`src/rtl/spimaster_multi.sv`:
```
// spimaster_multi -- parametrised SPI master.
//
// Shifts one word of 1..WIDTH bits per frame in any CPOL/CPHA mode, with
// a programmable SCLK half-period of div+1 clkin cycles. Each frame runs
// through SETUP, SHIFT, HOLD and GAP phases, so chip-select timing around
// SCLK is explicit. Chip selects can be driven per frame (autocs) or
// directly from cs_mask.
//
// Optional feature: define SPIMASTER_LSBFIRST_EN to add the lsbfirst input.
// When it is undefined, the core always shifts MSB-first.
//
// Ports:
//   clkin, rst       system clock, asynchronous active-high reset
//   cpol, cpha       SPI mode (captured at go)
//   cspol            chip-select idle level
//   autocs           1 = per-frame CS, 0 = cs follows cs_mask continuously
//   cs_mask          chip-select lines to assert
//   div              SCLK half-period minus one, in clkin cycles
//   nbits            word length (0 or > WIDTH means WIDTH)
//   go               start request, level-sampled while idle
//   lsbfirst         (optional) shift LSB-first
//   busy, done       frame in progress / one-cycle end-of-frame pulse
//   data_i, data_o   transmit word / received word, both right-aligned
//   mosi, miso, sclk, cs   SPI pins
module spimaster_multi #(
   parameter int WIDTH = 16,
   parameter int DIVW  = 8,
   parameter int NCS   = 2,
   parameter int LENW  = 5
) (
   input  logic             clkin,
   input  logic             rst,
   input  logic             cpol,
   input  logic             cpha,
   input  logic             cspol,
   input  logic             autocs,
   input  logic [NCS-1:0]   cs_mask,
   input  logic [DIVW-1:0]  div,
   input  logic [LENW-1:0]  nbits,
   input  logic             go,
`ifdef SPIMASTER_LSBFIRST_EN
   input  logic             lsbfirst,
`endif
   output logic             busy,
   output logic             done,
   input  logic [WIDTH-1:0] data_i,
   output logic [WIDTH-1:0] data_o,
   output logic             mosi,
   input  logic             miso,
   output logic             sclk,
   output logic [NCS-1:0]   cs
);

   typedef enum logic [2:0] {IDLE, SETUP, SHIFT, HOLD, GAP} state_t;

   state_t           state_q;
   logic [DIVW-1:0]  cnt_q, div_q;
   logic [LENW:0]    edg_q;
   logic [LENW-1:0]  n_q, txk_q, rxk_q;
   logic [WIDTH-1:0] tx_q, rx_q, data_o_q;
   logic             cpol_q, cpha_q, lsb_q;
   logic [NCS-1:0]   cs_q;
   logic             busy_q, done_q, mosi_q, sclk_q;

   logic             lsb_d;
   logic [LENW-1:0]  n_d;
   logic [NCS-1:0]   cs_idle;
   logic             edge_now, last_now, smp_now;

   // Wire position of the k-th bit on the wire within an n-bit word.
   function automatic logic [LENW-1:0] bitpos(input logic [LENW-1:0] k,
                                              input logic [LENW-1:0] n,
                                              input logic            lsb);
      return lsb ? k : (n - LENW'(1) - k);
   endfunction

   function automatic logic bit_at(input logic [WIDTH-1:0] w,
                                   input logic [LENW-1:0]  p);
      logic [WIDTH-1:0] t;
      t = w >> p;
      return t[0];
   endfunction

   always_comb begin
`ifdef SPIMASTER_LSBFIRST_EN
      lsb_d = lsbfirst;
`else
      lsb_d = 1'b0;
`endif
      n_d      = (nbits == '0 || nbits > LENW'(WIDTH)) ? LENW'(WIDTH) : nbits;
      cs_idle  = {NCS{cspol}};
      // The SETUP->SHIFT transition is itself the first (leading) edge.
      // The remaining 2N-1 toggles happen inside SHIFT.
      edge_now = (cnt_q == '0) &&
                 ((state_q == SETUP) || (state_q == SHIFT && edg_q != '0));
      last_now = (state_q == SHIFT) && (edg_q == (LENW+1)'(1));
      // Sample on the leading edge when cpha=0 and on the trailing edge when cpha=1.
      smp_now  = (sclk_q == cpol_q) ^ cpha_q;
   end

   always_ff @(posedge clkin or posedge rst) begin
      if (rst) begin
         state_q  <= IDLE;
         cnt_q    <= '0;
         div_q    <= '0;
         edg_q    <= '0;
         n_q      <= '0;
         txk_q    <= '0;
         rxk_q    <= '0;
         tx_q     <= '0;
         rx_q     <= '0;
         data_o_q <= '0;
         cpol_q   <= 1'b0;
         cpha_q   <= 1'b0;
         lsb_q    <= 1'b0;
         cs_q     <= '0;
         busy_q   <= 1'b0;
         done_q   <= 1'b0;
         mosi_q   <= 1'b0;
         sclk_q   <= 1'b0;
      end else begin
         done_q <= 1'b0;
         if (!autocs) cs_q <= cs_idle ^ cs_mask;
         if (cnt_q != '0) cnt_q <= cnt_q - DIVW'(1);

         unique case (state_q)
            IDLE: begin
               sclk_q <= cpol;
               if (autocs) cs_q <= cs_idle;
               if (go) begin
                  state_q <= SETUP;
                  busy_q  <= 1'b1;
                  cnt_q   <= div;
                  div_q   <= div;
                  n_q     <= n_d;
                  tx_q    <= data_i;
                  rx_q    <= '0;
                  rxk_q   <= '0;
                  cpol_q  <= cpol;
                  cpha_q  <= cpha;
                  lsb_q   <= lsb_d;
                  if (autocs) cs_q <= cs_idle ^ cs_mask;
                  // With cpha=0 the first bit must be on mosi before the leading edge.
                  if (!cpha) begin
                     mosi_q <= bit_at(data_i, bitpos('0, n_d, lsb_d));
                     txk_q  <= LENW'(1);
                  end else begin
                     txk_q  <= '0;
                  end
               end
            end
            SETUP: begin
               if (cnt_q == '0) begin
                  state_q <= SHIFT;
                  cnt_q   <= div_q;
                  edg_q   <= {n_q, 1'b0} - (LENW+1)'(1);
               end
            end
            SHIFT: begin
               if (cnt_q == '0) begin
                  cnt_q <= div_q;
                  if (edg_q != '0) begin
                     edg_q <= edg_q - (LENW+1)'(1);
                  end else begin
                     state_q <= HOLD;
                     sclk_q  <= cpol_q;
                  end
               end
            end
            HOLD: begin
               if (cnt_q == '0) begin
                  state_q <= GAP;
                  cnt_q   <= div_q;
                  if (autocs) cs_q <= cs_idle;
               end
            end
            GAP: begin
               if (cnt_q == '0) begin
                  state_q  <= IDLE;
                  busy_q   <= 1'b0;
                  done_q   <= 1'b1;
                  data_o_q <= rx_q;
               end
            end
            default: state_q <= IDLE;
         endcase

         // Each SCLK edge either samples miso or launches the next mosi bit.
         // After the final trailing edge, mosi keeps the last bit through HOLD.
         if (edge_now) begin
            sclk_q <= ~sclk_q;
            if (smp_now) begin
               if (miso) rx_q <= rx_q | (WIDTH'(1) << bitpos(rxk_q, n_q, lsb_q));
               rxk_q <= rxk_q + LENW'(1);
            end else if (!last_now) begin
               mosi_q <= bit_at(tx_q, bitpos(txk_q, n_q, lsb_q));
               txk_q  <= txk_q + LENW'(1);
            end
         end
      end
   end

   assign busy   = busy_q;
   assign done   = done_q;
   assign data_o = data_o_q;
   assign mosi   = mosi_q;
   assign sclk   = sclk_q;
   assign cs     = cs_q;

endmodule
```
`config.mk`:
```
export PLATFORM = sky130hd
export DESIGN_NAME = spimaster_multi
export DESIGN_NICKNAME = d
export VERILOG_FILES = /design/src/rtl/spimaster_multi.sv
export SDC_FILE = /design/constraint.sdc
export NUM_CORES = 1
export LEC_CHECK = 0
export CORE_MARGIN = 5
export CORE_UTILIZATION = 40
export CTS_BUF_LIST = sky130_fd_sc_hd__clkbuf_4 sky130_fd_sc_hd__clkbuf_8
export DETAILED_ROUTE_END_ITERATION = 10
export GPL_TIMING_DRIVEN = 0
export PLACE_DENSITY_LB_ADDON = 0.1
export REMOVE_ABC_BUFFERS = 1
export SYNTH_ARGS = -nofsm -noshare
export SYNTH_HDL_FRONTEND = slang
export SYNTH_SLANG_ARGS = --single-unit
export TNS_END_PERCENT = 50
```
`constraint.sdc`:
```
create_clock -name clkin -period 4.9 [get_ports clkin]
set_input_delay 0.98 -clock clkin [delete_from_list [all_inputs] [get_ports clkin]]
set_output_delay 0.98 -clock clkin [all_outputs]
set_load 0.05 [all_outputs]
```
==> results.yml, run 1 <==
cells_and_area:
  fin_area_um2: 6080
  syn_to_final_growth_pct: 18.5
  diodes: 0
  nets: 631
  nFillCells: 1217
  drive_above_1_share_pct: 9.36
global_route:
  grt_pass1_vias: 3772
  grt_first_pass_wirelength_um: 17900
  antenna_found_initial: 0
  gr-total-overflow: 0
  grt_max_degree: 62
  grt_use_total_pct: 14.9
worst_setup_path:
  cp-start-kind: "input port"
  cp-startpoint: "nbits[1]"
  max_stage_delay_ps: 440
  crit_family: "simple AND/OR/NAND/NOR gates"
  r2r_slack_ps: 2150
  critical-path-slowest-cell: "clkdlybuf4s50_1"
  worstPathCellList: "clkdlybuf4s50_1 -> nor2_1 -> nand2_1 -> ha_1 -> nand2b_1 -> ha_1 -> xnor2_1 -> nor3_1 -> o41ai_1 -> a31oi_1 -> mux2i_1"
  crit_top_cell: "ha_1"
  r2r_end: "rx_q[5]"
  path_buf_inv: 1
  cp.depth: 11
  cp.required_ps: 5200
  crit_type: "in2reg"
  crit_path_max_fanout: 10
  r2r-start: "cnt_q[4]"
  end_kind: "flip-flop"
  endpoint: "mosi"
  cp_data_arrival_time_ps: 3810
  reg2reg_depth: 6
logic_synthesis:
  yosysWarningCount: 0
  avgSynthCellArea_um2: 9.83
  ys_types: 54
  syn_area_um2: 5130
  ys_seq_area_share_pct: 46.8
  ys_seq_elements: 96
  async_flop_share_pct: 100
  synth_cells: 522
  synth_edf_count: 0
  synthFlopType: "dfrtp_1"
clock_tree:
  cts-root-buf: "clkbuf_8"
  holdBufCountCts: 0
  clock-sinks: 96
  cts_tree: "yes"
  h-tree-depth: 3
  cts.clk_slew.worst_paths_ps: 90
  cts_resized: 0
  clock_latency_ps: 370
  cts_setup_buffers: 0
  clk_path_buf_depth: 2
  cts_made_buffers: 9
detailed_routing:
  wl_met2_um: 5100
  ant_nets: 0
  drt-met1-wl_um: 5050
  wl_per_cell_um: 14.3
  num_vias: 3878
  via_per_inst: 5.18
  drc: 0
  highest_layer: "met4"
  wirelength_um: 10700
  drtPass1Iterations: 4
  drtIter0Drc: 198
  met3_wirelength_um: 370
timing:
  slew_violations: 0
  slew_headroom_pct: 28.8
  tightest_slew_ps: 1060
  finalCriticalPeriod_ps: 3510
  setup_ws_ps: 1390
  finalHoldViolCount: 0
  setup_viol: 0
  fin_crit_sh_pct: 71.7
  fmax_mhz: 285
  skew_ps: 10.7
  rsz0062_at_grt: "no"
run_status:
  outcome: "finished, final reports clean"
power_and_ir_drop:
  vdd.ir_drop.worst_mv: 0.0945
  p_switching_mw: 0.337
  seqPwrFrac_pct: 57.7
  power.internal_mw: 1.04
  switching_share_pct: 24.4
  total_power_mw: 1.38
  p_leak_nw: 2.79
  p_comb_share_pct: 7.9
  p_per_area_nw_per_um2: 227
  clkPwrFrac_pct: 34.4
floorplan:
  die-width_um: 123
  io_pins: 61
  start_util_pct: 40.7
  die_area_um2: 15200
  coreArea_um2: 12600
  fp-row-count: 41
  die_h_um: 123
place:
  dp_hpwl_um: 7660
  portBuffers: 60
  post-place-ws_ps: 992
  gp_congestion: 0.776
  dpl_cell_area_um2: 5910
min_path:
  min_path_type: "reg2reg"
flow_run:
  cap_violations: 0
-- logic make-up (layout without fill, tap and decap cells) --
| kind of cell | Yosys count | after routing | share of synthesized area [%] |
|---|---|---|---|
| buffers and inverters | 41 | 96 | 3.17 |
| XOR/XNOR | 29 | 29 | 5.22 |
| AND/OR/NAND/NOR | 212 | 212 | 19.2 |
| multiplexers | 32 | 32 | 7.71 |
| adder cells (fa/ha/maj) | 19 | 19 | 4.93 |
| AO/OA/AOI/OAI | 93 | 93 | 13.0 |
| flip-flops | 96 | 96 | 46.8 |
-- cell usage after synthesis (13+ instances only) --
library cell,instances,area share (%)
xnor2_1,16,2.7
nand3_1,13,1.3
clkbuf_1,15,1.1
nand2_1,120,8.8
mux2_2,20,4.4
dfrtp_1,96,47
nor2_1,30,2.2
inv_1,19,1.4
o21ai_0,21,2.0
a21oi_1,16,1.6
ha_1,17,4.1
-- how the worst min path moves through the flow --
stage | start | to | slack, ps | cells after the start
detailed placement | tx_q[3] | tx_q[3] | 460 | 2
global route | tx_q[0] | tx_q[0] | 510 | 2
finish | div_q[4] | div_q[4] | 480 | 2
CTS | div_q[2] | div_q[2] | 490 | 2
global placement | tx_q[15] | tx_q[15] | 460 | 2
floorplan | tx_q[14] | tx_q[14] | 440 | 2
-- stage by stage --
step           TNS [ps]  instances  hold slack [ps]  util (%)
5_1_grt               0        749              506      48.2
6_report              0        749              483      48.2
3_3_place_gp     -16230        732              456      46.4
3_5_place_dp          0        734              462      46.8
4_1_cts               0        749              487      48.2
2_1_floorplan         0        500              440         -
-- worst reg2reg max path, stage by stage (launching register included) --
cell and delay (ps):
dfrtp_1 440, nor4_4 400, nand3_4 200, a211oi_4 740, nand3_2 270, nor3b_4 420
a32o_1 230
-- cell usage in the layout, fill, tap and decap left out, drive strengths merged, types with 4 or more instances in the layout --
master	n
clkdlybuf4s50	60
inv	20
o21ai	21
a21oi	16
a22o	9
nand4	5
nor3	13
a22oi	6
xor2	12
ha	17
nand2b	6
xnor2	16
a32o	9
mux4	4
nor2	30
and2	5
dfrtp	96
a21o	7
or3	4
mux2i	8
clkbuf	11
mux2	20
nand3	16
nand2	120
-- power groups by stage --
stage          clock network [mW]  logic, mW  registers (mW)
3_5_place_dp                    0      0.110           0.811
4_1_cts                     0.496      0.111           0.796
2_1_floorplan                   0     0.0457           0.818
5_1_grt                     0.522      0.119           0.796
3_3_place_gp                    0      0.105           0.811
6_report                    0.474      0.109           0.796
-- metal layers --
layer	vias up	GRT usage [%]
met5	-	0
met4	0	6.23
met3	12	2.74
met2	74	24.1
met1	1874	19.7
li1	1918	-
-- sequential cells by signal, summed over array words and instances, names as in the netlist --
signal	cells
data_o	16
rx_q	16
tx_q	16
cnt_q	8
div_q	8
edg_q	6
n_q	5
rxk_q	5
txk_q	5
state_q	3
cs	2
busy	1
cpha_q	1
cpol_q	1
done	1
mosi	1
sclk	1
-- area by class of cell --
cell class,count,area (um2),area share (%)
clock buffers,11,139,2.28
clock inverters,4,31.3,0.515
inverters,19,73.8,1.21
multi-input cells,385,2570,42.3
flip-flops and latches,96,2400,39.5
well taps,172,215,3.54
repair buffers,62,648,10.7
Note: power is estimated with default switching activity, not from simulation.
==> inputs of run 2 (changes only) <==
clock period = 3.3 ns   (was 4.9 ns; I/O delays follow)
==> run 2 against run 1 <==
Against the previous run: utilization hardly changed; first-iteration DRC count up 0.51%; final cell count stayed put; clock power increased by 49%; clock skew up 0.57 ps; worst hold slack worse by 1.1 ps; setup slack got worse by 1100 ps.
==> results.yml, run 2 (synthesis results as in run 1) <==
run_status:
  outcome: "finished, final reports clean"
cells_and_area:
  multi_input_area_um2: 2570
  final_cell_mix: "nand2_1 (119), dfrtp_1 (96), clkdlybuf4s50_1 (60)"
  drive_above_1_share_pct: 9.53
  regArea_um2: 2400
  diodes: 0
  mostFrequentLayoutCell: "nand2_1"
  syn_to_final_growth_pct: 18.5
  nFillCells: 1218
  nets: 631
clock_tree:
  cts.clk_slew.worst_paths_ps: 90
  cts-root-buf: "clkbuf_8"
  cts_tree: "yes"
  cts_made_buffers: 9
  clock-sinks: 96
  h-tree-depth: 3
  cts_setup_buffers: 0
  clock_latency_ps: 370
  holdBufCountCts: 0
  clk_path_buf_depth: 2
detailed_routing:
  wirelength_um: 10800
  num_vias: 3868
  wl_per_cell_um: 14.4
  drtIter0Drc: 199
  drc: 0
  via_per_inst: 5.16
  drtPass1Iterations: 4
  ant_nets: 0
power_and_ir_drop:
  total_power_mw: 2.05
  vdd.ir_drop.worst_mv: 0.140
  p_per_area_nw_per_um2: 337
  p_leak_nw: 2.79
worst_setup_path:
  r2r_end: "rx_q[5]"
  cp-start-kind: "input port"
  end_kind: "flip-flop"
  cp.required_ps: 3600
  r2r-start: "cnt_q[4]"
  r2r_slack_ps: 540
  crit_type: "in2reg"
  reg2reg_depth: 6
  crit_path_max_fanout: 10
  cp_data_arrival_time_ps: 3340
global_route:
  gr-total-overflow: 0
  grt_first_pass_wirelength_um: 17900
  grt_pass1_vias: 3772
  antenna_found_initial: 0
  grt_use_total_pct: 14.9
  grt_max_degree: 62
timing:
  fmax_mhz: 328
  slew_headroom_pct: 28.4
  fin_crit_sh_pct: 92.3
  rsz0062_at_grt: "no"
  finalCriticalPeriod_ps: 3050
  setup_viol: 0
  finalSetupTns_ps: 0
  slew_violations: 0
  skew_ps: 11.3
  finalHoldViolCount: 0
  tightest_slew_ps: 1070
min_path:
  hold_depth: 2
  hold_end: "div_q[4]"
  min_path_type: "reg2reg"
  hp-start: "div_q[4]"
floorplan:
  die_area_um2: 15200
  io_pins: 61
  fp-row-count: 41
  coreArea_um2: 12600
  die_h_um: 123
  die-width_um: 123
  start_util_pct: 40.7
place:
  portBuffers: 60
  gp_congestion: 0.776
  dp_hpwl_um: 7660
flow_run:
  cap_violations: 0
==> run 2: cell counts in the layout (fill, tap and decap cells not counted) <==
No cell type changed its count.
==> run 2: layer usage <==
| layer | vias up | track usage [%] | share of wire [%] |
|---|---|---|---|
| met5 | - | 0 | 0 |
| met4 | 0 | 6.23 | 1.5 |
| met3 | 9 | 2.74 | 3.0 |
| met2 | 68 | 24.1 | 48 |
| met1 | 1874 | 19.7 | 48 |
| li1 | 1917 | - | - |
==> run 2: area by class of cell <==
class                           count  area share [%]
Clock buffer                       11            2.28
Clock inverter                      4           0.514
Inverter                           19            1.21
Multi-Input combinational cell    385            42.3
Sequential cell                    96            39.5
Tap cell                          172            3.54
Timing Repair Buffer               62            10.7
==> run 2: how the worst max path moves through the flow <==
stage                     depth (start not counted)  startpoint      end
final                                            11    nbits[1]     mosi
after global routing                             11    nbits[1]     mosi
after CTS                                        11    nbits[1]     mosi
after detailed placement                         11    nbits[1]     mosi
after global placement                            2         rst  tx_q[5]
after floorplan                                   1         rst     busy
==> run 2: power breakdown <==
part	internal, mW	total (mW)	switching (mW)
combinational	0.0792	0.162	0.0831
clock	0.290	0.705	0.415
sequential	1.18	1.18	0.00317
==> run 2: what timing repair did <==
action | 4_1_cts | 5_1_grt
gates resized for setup | 0 | 1
endpoints found under the setup margin | 0 | 1
endpoints found under the hold margin | 0 | 0
==> run 2: critical path, cell delays in order <==
cell,delay [ps]
clkdlybuf4s50_1,440
nor2_1,150
nand2_1,80
ha_1,290
nand2b_2,320
ha_1,300
xnor2_1,340
nor3_1,100
o41ai_1,380
a31oi_1,130
mux2i_1,130
==> run 2: metrics by stage <==
step / area (um2) / cells / setup slack, ps / utilization [%] / hold slack [ps]
2_1_floorplan: 5040 / 500 / 135 / - / 440
3_3_place_gp: 5850 / 732 / -1460 / 46.4 / 456
6_report: 6080 / 749 / 254 / 48.2 / 482
4_1_cts: 6080 / 749 / 104 / 48.2 / 487
5_1_grt: 6080 / 749 / 38.1 / 48.2 / 506
3_5_place_dp: 5910 / 734 / -288 / 46.8 / 462
==> RTL edit (flow settings as in run 2) <==
The 5 states of `state_t` get a one-hot encoding in 5 bits.
--- a/src/rtl/spimaster_multi.sv
+++ b/src/rtl/spimaster_multi.sv
@@ -51,7 +51,7 @@
    output logic [NCS-1:0]   cs
 );
 
-   typedef enum logic [2:0] {IDLE, SETUP, SHIFT, HOLD, GAP} state_t;
+   typedef enum logic [4:0] {IDLE = 5'b00001, SETUP = 5'b00010, SHIFT = 5'b00100, HOLD = 5'b01000, GAP = 5'b10000} state_t;
 
    state_t           state_q;
    logic [DIVW-1:0]  cnt_q, div_q;
Behaviour: same outputs for any inputs over 10 cycles, from zero or initial values and one cycle with rst high; not proved beyond that.
==> RTL edit against run 2 <==
- sequential cell count rose by 2
- wire length rose by 11%
- worst setup slack got worse by 0.071 ns
- die area rose by 3.9%
- synthesized area rose by 4.3%
- cell area rose by 4.9%
- via count rose by 5.2%
- final cell count rose by 1.5%
- critical path depth fell by 1
- largest cell class unchanged
Power is not compared: it rests on default switching activity, and its combinational part moved more than twofold at a synthesized area within 25%.
==> RTL edit: results (changes against run 2) <==
----------------------------------------------------
[Status]
  Status ... finished clean

[Flow run]
  Number of maximum-capacitance constraint violations ... 0 (unchanged)

[Clock network]
  Clk root buf ... sky130_fd_sc_hd__clkbuf_8
  CTS H-Tree Depth ... 3 (unchanged)
  Total setup buffers inserted after CTS ... 0 (unchanged)
  Cts-stage hold buffer count ... 0 (unchanged)
  CTS Buf Count ... 9 (unchanged)
  Reg clk slew, reported paths ... 0.10 ns
  Worst skew pair latency ... 0.38 ns
  Number of buffers on the longest clock path ... 2 (unchanged)

[Detailed routing]
  Drt first pass iters ... 4 (unchanged)
  Routed via count divided by cell count ... 5.354 (+3.7%)
  Routed length per placed instance ... 15.69 um (+9.1%)
  DRT iter0 DRCs ... 241 (+21%)

[Yosys]
  Most frequent cells after synthesis ... sky130_fd_sc_hd__nand2_1 (122), sky130_fd_sc_hd__dfrtp_1 (97), sky130_fd_sc_hd__inv_1 (24), sky130_fd_sc_hd__nor2_1 (24), sky130_fd_sc_hd__o21ai_0 (21)
  Sequential cell area fraction in the yosys report ... 45.87% (-0.96 points)
  Cells taking the most area after synthesis ... sky130_fd_sc_hd__dfrtp_1 (45%), sky130_fd_sc_hd__nand2_1 (8.6%), sky130_fd_sc_hd__ha_1 (4.0%), sky130_fd_sc_hd__mux2_2 (3.4%), sky130_fd_sc_hd__mux4_2 (3.4%)
  Yosys warns ... 0 (unchanged)
  Async set-or-reset flop fraction in the synthesized netlist ... 100.0% (unchanged)
  Number of different library cells in the post-synthesis netlist ... 65 (+20%)

[Global route]
  Final global-route overflow total ... 0 (unchanged)
  Pin count of the biggest net entering global routing ... 57 (-8.1%)
  Antenna violations before repair ... 0 (unchanged)
  GR Util All Layers ... 15.94% (+1.1 points)
  Global-route wire length before repair ... 20770 um (+16%)
  Vias in the first global route ... 4306 (+14%)

[Placement]
  Placement Cell Area ... 0.006137 mm2 (+3.9%)
  HPWL reported at the end of detailed placement ... 8479 um (+11%)
  GP Congestion ... 0.8087 (+4.2%)
  Count of port buffers added during placement ... 60 (unchanged)

[Timing]
  Transition time at the pin with the least slew margin ... 0.8849 ns (-0.1807 ns)
  Final Skew ... 0.01173 ns (+0.0004503 ns)
  Worst hold margin ... 0.4811 ns (-0.0009030 ns)

[Cells and area]
  ANT cells ... 0 (unchanged)
  Fraction of final layout cells with drive strength greater than 1 ... 10.79% (+1.3 points)
  Nets ... 637 (+0.95%)

[Worst setup path]
  Worst-path fanout max ... 6 (-4)
  Worst-case register-to-register setup slack ... 0.38 ns (-0.16 ns)
  Arrival time of the worst setup path ... 3.38 ns (+0.04 ns)

[Power]
  Reported leakage power ... 2.854 nW
  Worst supply voltage drop on vdd ... 0.0003559 V

[Min path]
  Class of the tightest hold or removal check ... register to register

----------------------------------------------------
[RTL edit: changes by cell type after synthesis, moves of 4 or more]
cell	before	now
sky130_fd_sc_hd__buf_2	4	9
sky130_fd_sc_hd__clkbuf_1	15	10
sky130_fd_sc_hd__inv_1	19	24
sky130_fd_sc_hd__mux2_2	20	16
sky130_fd_sc_hd__mux4_2	4	8
sky130_fd_sc_hd__nand3_1	13	8
sky130_fd_sc_hd__nor2_1	30	24
sky130_fd_sc_hd__o211ai_1	1	6
sky130_fd_sc_hd__o311ai_1	0	4
sky130_fd_sc_hd__o41ai_1	1	6
sky130_fd_sc_hd__xnor2_1	16	8
[RTL edit: cells by family after synthesis]
logic type,count (synthesis),synth area share (%)
flops,98,45.87
buf+inv,46,3.719
compound gates,108,15.04
fa+ha+maj,19,4.725
xor+xnor,23,4.561
mux,29,7.672
simple gates,203,18.41
[RTL edit: power by group]
group	total (mW)	internal (mW)	switching (mW)	leakage, nW
logic	3.08	1.31	1.78	1.46
registers	1.85	1.53	0.318	1.29
clock network	0.877	0.432	0.445	0.102
[RTL edit: final timing paths]
kind                           from  cells after the start   endpoint
max                        nbits[0]                     10       mosi
min                         tx_q[0]                      2    tx_q[0]
max reg2reg                cnt_q[0]                      6  data_o[7]
min reg2reg                 tx_q[0]                      2    tx_q[0]
max in group asynchronous       rst                      3   rxk_q[0]
min in group asynchronous       rst                      2       done
[RTL edit: metal layers]
metal | part of all wire, % | up-vias | track usage (%)
met4 | 0.81 | 0 | 3.699
met2 | 50 | 68 | 27.72
li1 | - | 1990 | -
met3 | 3.5 | 6 | 4.445
met1 | 46 | 2005 | 19.77
met5 | 0 | - | 0
[RTL edit: area by class of cell]
type                       instances  area [um2]
fill                            1232        6814
multi-input combinational        382        2713
sequential                        98        2454
timing repair buffer              64       673.1
tap                              176       220.2
clock buffer                       9       123.9
clock inverter                     7       100.1
inverter                          24       92.59
[RTL edit: timing repair]
item,4_1_cts,5_1_grt
gates cloned,0,0
resized for setup,1,2
setup endpoints to repair,1,1
pin swaps,0,0
[RTL edit: per-stage QoR]
stage,setup WS [ns],instances
after floorplan,0.07958,504
after global placement,-1.555,740
after detailed placement,-0.4467,744
after CTS,0.01998,760
after global routing,0.01344,760
final,0.1833,760
[RTL edit: worst max-delay path, stage by stage]
cell	delay [ns]
sky130_fd_sc_hd__clkdlybuf4s50_1	0.44
sky130_fd_sc_hd__nor2_1	0.20
sky130_fd_sc_hd__nand2_1	0.09
sky130_fd_sc_hd__ha_1	0.33
sky130_fd_sc_hd__nand2b_2	0.30
sky130_fd_sc_hd__ha_4	0.37
sky130_fd_sc_hd__mux4_2	0.52
sky130_fd_sc_hd__mux2i_1	0.17
sky130_fd_sc_hd__o41ai_1	0.08
sky130_fd_sc_hd__o22a_1	0.22
